==> src/rtl/mips_pkg.sv <==
// Shared definitions for the MIPS_32 datapath: default widths, register-file
// controller states and architectural constants.
package mips_pkg;

    localparam int MIPS_DATA_W = 32;
    localparam int MIPS_ADDR_W = 5;

    typedef enum logic {
        RF_INIT,
        RF_RUN
    } rf_state_t;

    // Architectural zero register ($zero)
    localparam int RF_ZERO_ADDR = 0;

endpackage

==> src/rtl/regfile_rd_port.sv <==
// One registered read port of the register file: address decode, zero-register
// forcing, write-to-read bypass and the output register.
module regfile_rd_port
    import mips_pkg::*;
#(
    parameter int DATA_W   = MIPS_DATA_W,
    parameter int ADDR_W   = MIPS_ADDR_W,
    parameter bit ZERO_REG = 1'b1
) (
    input  logic              clk,
    input  logic              rst,
    input  logic              en,
    input  logic [ADDR_W-1:0] ra,
    input  logic              we_eff,
    input  logic [ADDR_W-1:0] wa,
    input  logic [DATA_W-1:0] wd,
    input  logic [DATA_W-1:0] mem [1<<ADDR_W],
    output logic [DATA_W-1:0] rd
);

    logic [DATA_W-1:0] rd_next;

    // NOTE: rd_next gets a value before any condition so no latch is inferred.
    // Priority: zero register, then bypass of the write in flight, then storage.
    always_comb begin
        rd_next = mem[ra];
        if (we_eff && (wa == ra)) begin
            rd_next = wd;
        end
        if (ZERO_REG && (ra == ADDR_W'(RF_ZERO_ADDR))) begin
            rd_next = '0;
        end
    end

    always_ff @(posedge clk) begin
        if (rst) begin
            rd <= '0;
        end else if (en) begin
            rd <= rd_next;
        end
    end

endmodule

==> src/rtl/regfile_mp.sv <==
// Multi-read-port register file: one bypassed write port, NUM_RD registered read
// ports and a post-reset scrub that zeroes every entry before accepting traffic.
module regfile_mp
    import mips_pkg::*;
#(
    parameter int DATA_W   = MIPS_DATA_W,
    parameter int ADDR_W   = MIPS_ADDR_W,
    parameter int NUM_RD   = 2,
    parameter bit ZERO_REG = 1'b1
) (
    input  logic                     clk,
    input  logic                     rst,
    input  logic                     we,
    input  logic [ADDR_W-1:0]        wa,
    input  logic [DATA_W-1:0]        wd,
    input  logic [NUM_RD-1:0]        re,
    input  logic [NUM_RD*ADDR_W-1:0] ra,
    output logic [NUM_RD*DATA_W-1:0] rd,
    output logic                     ready
);

    localparam int DEPTH = 1 << ADDR_W;

    rf_state_t         state;
    rf_state_t         state_nxt;
    logic [ADDR_W:0]   clr_cnt;
    logic [ADDR_W:0]   clr_cnt_nxt;
    logic              scrub_we;
    logic              we_eff;
    logic              mem_we;
    logic [ADDR_W-1:0] mem_wa;
    logic [DATA_W-1:0] mem_wd;
    logic [DATA_W-1:0] mem [DEPTH];

    always_ff @(posedge clk) begin
        if (rst) begin
            state   <= RF_INIT;
            clr_cnt <= '0;
        end else begin
            state   <= state_nxt;
            clr_cnt <= clr_cnt_nxt;
        end
    end

    // Scrub walks every entry once; the counter is one bit wider than the address
    // so the terminal compare is reached before any wrap.
    always_comb begin
        state_nxt   = state;
        clr_cnt_nxt = clr_cnt;
        scrub_we    = 1'b0;
        case (state)
            RF_INIT: begin
                scrub_we    = 1'b1;
                clr_cnt_nxt = clr_cnt + 1'b1;
                if (clr_cnt == (ADDR_W+1)'(DEPTH - 1)) begin
                    state_nxt = RF_RUN;
                end
            end
            RF_RUN: begin
                state_nxt = RF_RUN;
            end
            default: begin
                state_nxt = RF_INIT;
            end
        endcase
    end

    assign ready  = (state == RF_RUN);
    assign we_eff = we && ready && !rst && !(ZERO_REG && (wa == ADDR_W'(RF_ZERO_ADDR)));

    assign mem_we = !rst && (scrub_we || we_eff);
    assign mem_wa = scrub_we ? clr_cnt[ADDR_W-1:0] : wa;
    assign mem_wd = scrub_we ? '0 : wd;

    // NOTE: storage has no reset so it can map onto RAM; the scrub clears it instead.
    always_ff @(posedge clk) begin
        if (mem_we) begin
            mem[mem_wa] <= mem_wd;
        end
    end

    for (genvar i = 0; i < NUM_RD; i++) begin : g_rd
        regfile_rd_port #(
            .DATA_W  (DATA_W),
            .ADDR_W  (ADDR_W),
            .ZERO_REG(ZERO_REG)
        ) u_port (
            .clk   (clk),
            .rst   (rst),
            .en    (ready && re[i]),
            .ra    (ra[i*ADDR_W +: ADDR_W]),
            .we_eff(we_eff),
            .wa    (wa),
            .wd    (wd),
            .mem   (mem),
            .rd    (rd[i*DATA_W +: DATA_W])
        );
    end

endmodule
==> config.mk <==
export PLATFORM = sky130hd
export DESIGN_NAME = regfile_mp
export DESIGN_NICKNAME = d
export VERILOG_FILES = /design/src/rtl/mips_pkg.sv /design/src/rtl/regfile_rd_port.sv /design/src/rtl/regfile_mp.sv
export SDC_FILE = /design/constraint.sdc
export NUM_CORES = 1
export LEC_CHECK = 0
export CORE_MARGIN = 3
export CORE_UTILIZATION = 67
export DETAILED_ROUTE_END_ITERATION = 6
export PLACE_DENSITY = 0.85
export SLEW_MARGIN = 5
export SYNTH_ARGS = -nofsm -noshare
export SYNTH_HDL_FRONTEND = slang
export SYNTH_SLANG_ARGS = --single-unit
==> constraint.sdc <==
create_clock -name clk -period 6.35 [get_ports clk]
set_input_delay 0.9525 -clock clk [delete_from_list [all_inputs] [get_ports clk]]
set_output_delay 0.9525 -clock clk [all_outputs]
set_load 0.05 [all_outputs]
==> metrics <==
clock slew at reported path FFs=0.06 ns; Post-CTS Resized=0; Area after DPL=52000 µm²; Core Area=73200 µm²; maxcap violations=0; Std-Cell Rows=99; die area=77400 µm²; Leak=17.0 nW; Final setup viols=0; WP data arrival=4.86 ns; post-CTS setup buffer count=0; Setup CP Type=reg -> reg; post-synthesis cell type count=50; H-Tree Depth=3; vias in the first global route=32000; Synth warnings=0; Final Hold Viols=0; Max clock buf depth=3; share of cells above drive strength 1=28.9%; Req. time, crit path=6.70 ns; Via density=8.44; drt total wl=160000 µm; Cells after Synth=2596; post-route ant nets=0; TritonCTS Sinks=1095; syn nets=2649; Area contributors post-synth=edfxtp_1 (62%), mux4_2 (22%), dfxtp_1 (2.9%), a22o_1 (1.4%), o22ai_1 (1.4%); Slew HR=6.53%; average size of a mapped cell=19.1 µm²; VDD IR max=0.245 mV; Initial Util=67.8%; Worst Skew=0.0434 ns; RSZ-0062 raised after global routing=no; # DRC=0; Global Route met1 Usage=53.8%; Setup TNS Final=0 ns; PortBufs=116; top-area cell type share of the netlist area=62.0%; Die Ht=278 µm; final hold slack=0.560 ns; multi-input logic area=16800 µm²; outcome=complete, no violations; Async S/R FF share, synth=0%; Die Wd=278 µm; hold-fix buffers at CTS=0; antenna violations before repair=10; largest area contributor in the netlist=edfxtp_1; Final nets=2730; Critical Path Source Type=flip-flop; max-slew violations=0; Iteration-0 DRC Markers=5830; # fillers=3710; max frequency=222 MHz; clk root buf=clkbuf_16; met2 usage=62.6%; area added between synthesis and finish=12.0%; All-Layer GR Usage=42.0%; Routed WL per cell=42.7 µm; Num CTS Buffers=107; GR Overflow Total=0; Reg area=32200 µm²; post-route design area=55600 µm²; hpwl dp=90900 µm; Final Cycle Share=70.9%; Pre-antenna DRT Iters=7; Cell Area, Synth=49600 µm²; CTS tree=built; DR vias=31500; slew of the pin with the lowest slew margin=1.40 ns; PD cells=276 nW/µm²; fin cells=3737; sequential area share after synthesis=64.8%; met3 GRT Util=16.3%; Skew-Pair Late Insertion Delay=0.71 ns; number of synthesized flops with an enable pin=1024; FF+latch count, synth=1095; Top FF cell, synth=edfxtp_1; worst min path class=reg -> reg; min cycle time layout=4.50 ns; most used routing layer in global routing=met2; I/O Pins=117; CP Max Fanout=36; routability cong.=0.946; Post-Place Cells=3523; first-pass GRT wire length=229000 µm; largest net degree at the start of global routing=139; CP Capture Type=flip-flop
-- Yosys cell counts (all sizes together) (6+ instances only) --
| cell | instances |
|---|---|
| mux4 | 492 |
| o221ai | 7 |
| nor2 | 158 |
| nand2 | 37 |
| mux2i | 63 |
| nor2b | 6 |
| a222oi | 25 |
| and2 | 35 |
| a21oi | 37 |
| o21ai | 51 |
| nand3 | 6 |
| o22ai | 109 |
| dfxtp | 71 |
| a221oi | 14 |
| buf | 102 |
| clkbuf | 116 |
| a22o | 81 |
| xor2 | 6 |
| mux2 | 20 |
| a32o | 32 |
| edfxtp | 1024 |
| xnor2 | 7 |
| a211o | 9 |
| a22oi | 51 |
-- registers in the layout, summed over array words and instances, names as in the netlist --
| register | flops |
|---|---|
| mem | 1024 |
| g_rd.u_port.rd | 64 |
| ready | 1 |
| clr_cnt | 6 |
-- final cells by class --
| cell class | count | area share [%] |
|---|---|---|
| diodes | 7 | 0.0315 |
| clock buffers | 144 | 5.29 |
| clock inverters | 59 | 1.05 |
| inverters | 4 | 0.0270 |
| multi-input cells | 1279 | 30.2 |
| flip-flops and latches | 1095 | 57.9 |
| well taps | 959 | 2.16 |
| repair buffers | 190 | 3.39 |
-- cell usage in the layout, fill, tap and decap left out, types with 10 or more instances in the layout --
cell type / synthesis / routed
bufinv_16: 0 / 10
mux2i_1: 63 / 63
a21oi_1: 37 / 36
mux2_2: 20 / 20
o21ai_1: 38 / 38
a32o_1: 32 / 32
o21ai_0: 13 / 13
and2_1: 35 / 32
clkinv_1: 0 / 13
nor2_4: 0 / 33
nand2_1: 37 / 34
a222oi_1: 25 / 25
clkbuf_1: 116 / 27
o22ai_1: 109 / 109
clkbuf_16: 0 / 110
nor2_1: 158 / 125
a221oi_1: 14 / 14
dfxtp_1: 71 / 70
a22oi_1: 51 / 51
edfxtp_1: 1024 / 1024
clkdlybuf4s50_1: 0 / 111
clkinv_2: 0 / 23
buf_4: 7 / 63
mux4_2: 486 / 486
a22o_1: 81 / 81
buf_12: 0 / 10
-- cell families after synthesis --
logic type,count (synthesis),synth area share [%]
DFF,1095,64.8
adders and majority gates,1,0.0252
AOI/OAI and AO/OA,426,6.38
xor gates and xnor gates,13,0.229
buffers and inverters,222,2.05
and+or+nand+nor,264,2.38
muxes,575,24.1
-- metal layers --
| metal | share of wire [%] | up-vias |
|---|---|---|
| li1 | - | 11400 |
| met1 | 30 | 15700 |
| met2 | 45 | 3582 |
| met3 | 17 | 834 |
| met4 | 7.1 | 6 |
| met5 | 0.026 | - |
-- path summary, 6_finish.rpt --
kind,slack (ns),cells after the start,endpoint,from
setup / recovery,1.85,5,mem[322],ready
hold / removal,0.56,2,clr_cnt[5],clr_cnt[5]
setup reg to reg,1.85,5,mem[322],ready
hold reg to reg,0.56,2,clr_cnt[5],clr_cnt[5]
-- stage by stage --
step | setup WS (ns) | total power [mW] | util, %
after floorplan | 2.72 | 8.66 | -
after global placement | 1.76 | 8.96 | 70.9
after detailed placement | 1.67 | 8.98 | 71.0
after CTS | 2.23 | 15.3 | 75.8
after global routing | 2.02 | 15.6 | 75.9
final | 1.85 | 15.3 | 75.9
-- worst max-delay path: stages, from the launching register on --
cell and delay (ns):
dfxtp_2 0.81, buf_4 0.55, mux2i_1 0.58, nand2_1 0.61, nor2_4 1.18, buf_4 0.43
-- report_power, final --
| group | switching [mW] | leakage [nW] | internal (mW) |
|---|---|---|---|
| Clock | 2.78 | 1.73 | 3.67 |
| Combinational | 0.604 | 5.75 | 0.434 |
| Sequential | 0.0270 | 9.54 | 7.82 |
| Total | 3.41 | 17.0 | 11.9 |
Power figures use the tool's default switching activity.
